==> src/rtl/bus_invert_popcount.sv <==
// -----------------------------------------------------------------------------
// bus_invert_popcount
//   Combinational population count of a WIDTH-bit vector. Used by the
//   bus-invert transmitter to count toggling lines against the previous bus.
//
// Ports:
//   i_bits  [WIDTH-1:0]   input vector
//   o_count [CW-1:0]      number of set bits in i_bits, CW = clog2(WIDTH+1)
// -----------------------------------------------------------------------------
module bus_invert_popcount #(
  parameter  int unsigned WIDTH = 8,
  localparam int unsigned CW    = $clog2(WIDTH + 1)
) (
  input  logic [WIDTH-1:0] i_bits,
  output logic [CW-1:0]    o_count
);

  logic [CW-1:0] w_sum;

  // Straight accumulation; synthesis rebalances this into an adder tree.
  always_comb begin
    w_sum = '0;
    for (int unsigned i = 0; i < WIDTH; i++) begin
      w_sum = w_sum + CW'(i_bits[i]);
    end
  end

  assign o_count = w_sum;

endmodule

==> src/rtl/bus_invert_tx.sv <==
// -----------------------------------------------------------------------------
// bus_invert_tx
//   Bus-invert (DBI) transmitter. Each word is driven either true or
//   complemented so that at most WIDTH/2 data lines toggle relative to the
//   previously driven word; dout_inv flags the complemented case. The receiver
//   recovers data as dout ^ {WIDTH{dout_inv}}.
//   Two-stage pipeline: stage A (input register) and stage B (output register),
//   full throughput with valid/ready handshakes on both sides.
//
// Ports:
//   clk        rising-edge clock
//   arst       asynchronous active-high reset
//   din        source word              din_valid   source word valid
//   din_ready  block accepts din this cycle (combinational from dout_ready)
//   dout       encoded bus value        dout_inv    1 = dout is complemented
//   dout_valid dout/dout_inv valid      dout_ready  sink consumes dout
//   inv_count  count of words issued with dout_inv=1 (wraps)
// -----------------------------------------------------------------------------
module bus_invert_tx #(
  parameter int unsigned WIDTH = 8,
  parameter int unsigned CNT_W = 16
) (
  input  logic             clk,
  input  logic             arst,
  input  logic [WIDTH-1:0] din,
  input  logic             din_valid,
  output logic             din_ready,
  output logic [WIDTH-1:0] dout,
  output logic             dout_inv,
  output logic             dout_valid,
  input  logic             dout_ready,
  output logic [CNT_W-1:0] inv_count
);

  localparam int unsigned   CW   = $clog2(WIDTH + 1);
  localparam logic [CW-1:0] HALF = CW'(WIDTH / 2);

  // Stage A
  logic [WIDTH-1:0] r_a_data;
  logic             r_a_valid;

  // Stage B
  logic [WIDTH-1:0] r_dout;
  logic             r_dout_inv;
  logic             r_dout_valid;

  logic [CNT_W-1:0] r_inv_count;

  logic             w_adv_b;
  logic             w_adv_a;
  logic             w_in_xfer;
  logic             w_inv;
  logic [CW-1:0]    w_dist;
  logic [WIDTH-1:0] w_enc;

  // last_bus / last_inv are exactly the stage B contents: they are reset and
  // loaded together with dout/dout_inv, and dout is not cleared when stage B
  // merely empties, so the stage B registers double as the history.
  logic [WIDTH-1:0] w_last_bus;
  logic             w_last_inv;

  assign w_last_bus = r_dout;
  assign w_last_inv = r_dout_inv;

  // Flow control
  assign w_adv_b   = !r_dout_valid || dout_ready;
  assign w_adv_a   = r_a_valid && w_adv_b;
  assign din_ready = !arst && (!r_a_valid || w_adv_b);
  assign w_in_xfer = din_valid && din_ready;

  bus_invert_popcount #(
    .WIDTH (WIDTH)
  ) u_popcount (
    .i_bits  (r_a_data ^ w_last_bus),
    .o_count (w_dist)
  );

  // Tie keeps the previous invert state so the side-band line does not toggle.
  always_comb begin
    w_inv = w_last_inv;
    if (w_dist > HALF) begin
      w_inv = 1'b1;
    end else if (w_dist < HALF) begin
      w_inv = 1'b0;
    end
    w_enc = r_a_data ^ {WIDTH{w_inv}};
  end

  always_ff @(posedge clk or posedge arst) begin
    if (arst) begin
      r_a_data  <= '0;
      r_a_valid <= 1'b0;
    end else if (w_in_xfer) begin
      r_a_data  <= din;
      r_a_valid <= 1'b1;
    end else if (w_adv_a) begin
      r_a_valid <= 1'b0;
    end
  end

  always_ff @(posedge clk or posedge arst) begin
    if (arst) begin
      r_dout       <= '0;
      r_dout_inv   <= 1'b0;
      r_dout_valid <= 1'b0;
      r_inv_count  <= '0;
    end else if (w_adv_a) begin
      r_dout       <= w_enc;
      r_dout_inv   <= w_inv;
      r_dout_valid <= 1'b1;
      if (w_inv) begin
        r_inv_count <= r_inv_count + CNT_W'(1);
      end
    end else if (w_adv_b) begin
      r_dout_valid <= 1'b0;
    end
  end

  assign dout       = r_dout;
  assign dout_inv   = r_dout_inv;
  assign dout_valid = r_dout_valid;
  assign inv_count  = r_inv_count;

endmodule
==> config.mk <==
export PLATFORM = sky130hd
export DESIGN_NAME = bus_invert_tx
export DESIGN_NICKNAME = d
export VERILOG_FILES = /design/src/rtl/bus_invert_popcount.sv /design/src/rtl/bus_invert_tx.sv
export SDC_FILE = /design/constraint.sdc
export NUM_CORES = 1
export LEC_CHECK = 0
export BUFFER_PORTS_ARGS = -buffer_cell sky130_fd_sc_hd__buf_2
export CAP_MARGIN = 20
export CORE_UTILIZATION = 25
export DETAILED_ROUTE_END_ITERATION = 6
export GPL_TIMING_DRIVEN = 1
export SLEW_MARGIN = 20
export SYNTH_ARGS = -nofsm -noshare
export SYNTH_HDL_FRONTEND = slang
export SYNTH_SLANG_ARGS = --single-unit
==> constraint.sdc <==
create_clock -name clk -period 4 [get_ports clk]
set_clock_uncertainty 0.1 [all_clocks]
set_input_delay 1 -clock clk [delete_from_list [all_inputs] [get_ports clk]]
set_output_delay 1 -clock clk [all_outputs]
set_load 0.005 [all_outputs]
# Yosys cells after proc, flatten, opt, wreduce, memory -nomap -nowiden
# Cells that the tools add are included.
[word_totals]
ff_bits = 35
rom_bits = 0
mem_count = 0
wordCells = 35
latch_bits = 0
ram_bits = 0
in_bits = 12
[classes]
order_cmp = 2
bitwise_logic = 2
n_reduce_logical = 11
n_div = 0
n_eq_ne = 0
n_mux = 6
mul = 0
shift = 0
n_addsub = 8
[op_table]
columns = ["operator", "count"]
rows = [
  ["adder 4 x 1 -> 4 bit", 6],
  ["adder 16 x 1 -> 16 bit, second input constant", 1],
  ["XOR 8 bit", 2],
  ["two-way mux 1 bit", 6],
  ["greater-than comparator 4 x 3 -> 1 bit, second input constant", 1],
  ["< comparator 4 x 3 -> 1 bit, second input constant", 1],
  ["nonzero test 2 bit", 2],
  ["logical AND 1 bit", 3],
  ["zero test 1 bit", 3],
  ["adder 1 x 1 -> 2 bit", 1],
  ["logical OR 1 bit", 2],
  ["AND reduction 2 bit", 1],
]

# Logic depth before layout (Yosys ltp)
[logic_depth]
ltp_word = 12
ltp_mapped = 14

# By module
# A second synthesis with hierarchy kept.
[unflattened]
hier_cells = 162
area_unflattened_um2 = 1808.0
[by_module_without_submodules]
columns = ["module", "instances", "seq_area_each_um2", "area_per_inst_um2", "cells_per_inst"]
rows = [
  ["bus_invert_tx", 1, 875.8, 1617.8, 138],
  ["bus_invert_popcount", 1, 0.0, 190.2, 24],
]

# Least setup slack after synthesis
# Ideal clock, no wire load.
[synth_timing]
kind = "reg-to-reg"
start = "reg r_dout[0], in the netlist dout[0]"
end = "reg r_dout[4], in the netlist dout[4]"
n_path_buf = 0
synth_period_minus_slack_ps = 3908
t_required_ps = 3766
stages_incl_launch_ff = 14
setup_slack_ps = 92
t_arrival_ps = 3673
cell_sequence = "dfrtp_1 -> xor2_1 -> ha_1 -> fa_1 -> inv_1 -> fa_1 -> fa_1 -> inv_1 -> fa_1 -> nand2b_1 -> o21ai_1 -> nand2_2 -> xnor2_1 -> o21ai_0"
[synth_between]
elab_chain_cells = 12
word_cells_on_any_way = 13
[synth_rtl]
columns = ["element", "line", "rtl"]
rows = [
  ["from (decl)", "bus_invert_tx.sv:43", "logic [WIDTH-1:0] r_dout;"],
  ["from (signal assigned)", "bus_invert_tx.sv:108", "r_dout <= w_enc;"],
  ["XOR 8 bit *", "bus_invert_tx.sv:74", ".i_bits (r_a_data ^ w_last_bus),"],
  ["adder 1 x 1 -> 2 bit *", "bus_invert_popcount.sv:24", "w_sum = w_sum + CW'(i_bits[i]);"],
  ["adder 4 x 1 -> 4 bit * (6 in series)", "bus_invert_popcount.sv:24", ""],
  ["< comparator 4 x 3 -> 1 bit", "bus_invert_tx.sv:83", "end else if (w_dist < HALF) begin"],
  ["two-way mux 1 bit", "bus_invert_tx.sv:83", ""],
  ["two-way mux 1 bit *", "bus_invert_tx.sv:81", "if (w_dist > HALF) begin"],
  ["XOR 8 bit *", "bus_invert_tx.sv:86", "w_enc = r_a_data ^ {WIDTH{w_inv}};"],
]
# Every way passes the cells marked *; elsewhere a longest branch is shown, timed or not.
# A chain may end at the register's enable or synchronous reset.

# Worst setup path after layout
[layout_timing]
start = "reg r_dout[1], in the netlist dout[1]"
end = "reg r_inv_count[1], in the netlist inv_count[1]"
[layout_between]
elab_chain_cells = 12
word_cells_on_any_way = 13
[layout_rtl]
columns = ["element", "line", "rtl"]
rows = [
  ["XOR 8 bit *", "bus_invert_tx.sv:74", ""],
  ["adder 1 x 1 -> 2 bit *", "bus_invert_popcount.sv:24", ""],
  ["adder 4 x 1 -> 4 bit * (6 in series)", "bus_invert_popcount.sv:24", ""],
  ["< comparator 4 x 3 -> 1 bit", "bus_invert_tx.sv:83", ""],
  ["two-way mux 1 bit", "bus_invert_tx.sv:83", ""],
  ["two-way mux 1 bit *", "bus_invert_tx.sv:81", ""],
  ["AND reduction 2 bit (no source line) *", "--", ""],
  ["to (signal assigned)", "bus_invert_tx.sv:112", "r_inv_count <= r_inv_count + CNT_W'(1);"],
  ["to (decl)", "bus_invert_tx.sv:47", "logic [CNT_W-1:0] r_inv_count;"],
]
# Marks and branches as above.

==> metrics.log <==
INFO  metric ys_types = 23
INFO  metric die_area = 7202 um2
INFO  metric drtPass1Iterations = 6
INFO  metric via_count_of_the_routed_design = 1224
INFO  metric hold-path-cell-count = 1
INFO  metric final_period_minus_worst_setup_slack = 3902 ps
INFO  metric drtAntennaViolNets = 0
INFO  metric synth_cells = between 100 and 150
INFO  metric seqCellArea = 875.8 um2
INFO  metric proportion_of_layout_cells_with_a_drive_suffix_above_1 = roughly 35%
INFO  metric synth_ff_type = dfrtp_1
INFO  metric end_kind = flop
INFO  metric num-nets-final = ~210
INFO  metric critical_path_required = 4070 ps
INFO  metric cts_root_buf = clkbuf_8
INFO  metric syn_avg_cell_area = 11.84 um2
INFO  metric timing.hold.worst_endpoint = inv_count[15]
INFO  metric netlist_top_cells_count = 35 x dfrtp_1, 26 x xnor2_1, 15 x nand2_1
INFO  metric wire_per_inst = between 10 and 15 um
INFO  metric hold_path.class = flop to flop
INFO  metric finalWorstSetupSlack = 97.68 ps
INFO  metric clock_sink_count = 35
INFO  metric min_period_over_period = a little over nine tenths
INFO  metric worst_r2r_startpoint = dout[1]
INFO  metric synth.area.top_cells = dfrtp_1 51%, xnor2_1 13%, mux2_2 5.9%, fa_1 4.7%, nand2_1 3.3%
INFO  metric synth_top_cell_area_share = 51.02%
INFO  metric rows = 29
INFO  metric critical_path.max_fanout = 9
INFO  metric worstSkewPairLatency = 290 ps
INFO  metric cts_tree = yes
INFO  metric worst_hold_startpoint = inv_count[15]
INFO  metric die_width = around 85 um
INFO  metric globalplace.congestion = 0.6964
INFO  metric max_clock_freq = 256.3 MHz
INFO  metric antenna_found_initial = 0
INFO  metric pre_cts_slack = -127.7 ps
INFO  metric synthesis.area = 1717 um2
INFO  metric final_hold_viol_count = 0
INFO  metric synth_seq_area_share = 51.02%
INFO  metric hold-worst-slack = ~390 ps
INFO  metric multi_input_area = 875.8 um2
INFO  metric grt_remaining_overflow = 0
INFO  metric placed_cells = 260
INFO  metric maxSlewViolCount = 0
INFO  metric setup_tns = 0 ps
INFO  metric number_of_global_route_vias_before_repair = 1182
INFO  metric tritoncts_buffers = 5
INFO  metric post-synth-top-count-cell = dfrtp_1
INFO  metric clock_tree.htree_level_count = 2
INFO  metric synth.net_count = approximately 170
INFO  metric cts_hold_buffers = 0
INFO  metric synth-seq-cells = 35
INFO  metric maxSlewHeadroom = 52.30%
INFO  metric synth_warnings = 0
INFO  metric number_of_drc_markers_in_iteration_0 = 50
INFO  metric setup.worst_path.start_class = flop
INFO  metric grt_start_max_net_pins = 26
INFO  metric worst_r2r_endpoint = inv_count[1]
INFO  metric routed_wl = roughly 3.5 mm
INFO  metric status = finished with violations
INFO  metric setup_viol_count_final = 0
INFO  metric number_of_enable_flip_flop_cells_after_synthesis = 0
INFO  metric core_region_area = 6495 um2
INFO  metric max-cap-violations = 0
INFO  metric antenna_cells = 0
INFO  metric ios = 39
INFO  metric final-instance-count-excl-fill = 272
INFO  metric clock_tree.buffer_depth = 2
INFO  metric synthToLayoutAreaGrowth = 27.41%
INFO  metric async_flop_share = 100.0%
INFO  metric final.fill_count = around 650
INFO  metric buffer_ports.inserted = 38
INFO  metric largest_area_contributor_in_the_netlist = dfrtp_1
INFO  metric initial_core_util = a little over a quarter
INFO  metric viasPerCell = 4.500
INFO  metric violations_in_the_final_reports = design-rule violations
INFO  metric final_hpwl_from_detailed_placement = 2.459 mm
INFO  metric drc = 2
INFO  metric max_slew.worst_pin.slew = 713.7 ps
INFO  metric crit_arrival = 3980 ps
INFO  metric grt_use_total = 10.58%
INFO  metric worstRegToRegCells = 12
INFO  metric grt_pass1_wl = between 5 and 6 mm
INFO  metric timing_worst_setup_path_type = flop to flop
INFO  metric die_y = 84.87 um
INFO  metric cts.clk_slew.worst_paths = 70 ps
INFO  metric reg2reg_slack = between 90 and 100 ps
-- cells in the final DEF (no fill, tap or decap), drive strengths merged --
cell type and n:
dfrtp 35, and3 6, nor2b 2, fa 4, o21ai 10, ha 4, nand4 8, xnor2 26
inv 3, mux2 9, a21oi 3, buf 44, and4 2, clkinv 2, a21o 1, nand2 16
nand3 3, nand2b 3, xor2 6, clkbuf 7, and2 1
-- per-layer routing --
layer,global-route usage [%],vias up,routed length [um]
met5,0,-,0
met4,4.622,0,51
met3,3.502,7,154
met2,15.89,28,1611
met1,13.97,596,1706
li1,-,593,-
-- flip-flops by register name (all words and copies together), names as in the netlist --
name,flops
dout_inv,1
dout,8
inv_count,16
r_a_valid,1
r_a_data,8
dout_valid,1
-- what timing repair did --
action                                  CTS  global route
buffers inserted                          0             2
gates resized for setup                   1            10
endpoints found under the setup margin   17            25
pin swaps                                 2             9
gates cloned                              0             1
-- worst max-delay path, cell delays in order, from the launching register on --
cell and delay [ps]:
dfrtp_1 400, xor2_1 180, ha_1 310, fa_1 490, inv_1 50, fa_1 490
fa_2 220, inv_2 40, fa_1 390, xor2_1 270, o21ai_4 160, a21oi_4 330
mux2_2 370
-- metrics by stage --
stage	utilization, %	cell area (um2)
6_report	33.67	2187
5_1_grt	33.67	2187
4_1_cts	32.27	2096
3_5_place_dp	30.96	2011
3_3_place_gp	30.96	2011
2_1_floorplan	-	1717
-- cells by family (layout without fill, tap and decap cells) --
kind of cell	count (synthesis)	count (layout)	synth area share [%]
multiplexers	9	9	5.904
AO/OA/AOI/OAI	13	14	4.592
AND/OR/NAND/NOR	41	41	12.83
adder cells (fa/ha/maj)	8	8	7.580
flip-flops	35	35	51.02
XOR/XNOR	32	32	16.33
buffers and inverters	7	56	1.749
-- layout make-up --
class	count	area share, %
Sequential cell	35	40.05
Clock buffer	7	3.490
Multi-Input combinational cell	104	40.05
Clock inverter	1	0.2288
Timing Repair Buffer	44	11.10
Inverter	4	0.6865
Tap cell	77	4.405
-- how the worst max path moves through the flow --
stage            start            to  cells after the start
3_3_place_gp   dout[0]       dout[7]                     13
3_5_place_dp   dout[0]       dout[7]                     13
4_1_cts        dout[0]       dout[7]                     13
5_1_grt        dout[1]  inv_count[1]                     12
6_report       dout[1]  inv_count[1]                     12
2_1_floorplan  dout[0]       dout[4]                     13
Power is left out: the tool's default activity adds up to more than one toggle a clock period on the data nets, which glitch-free logic cannot reach.
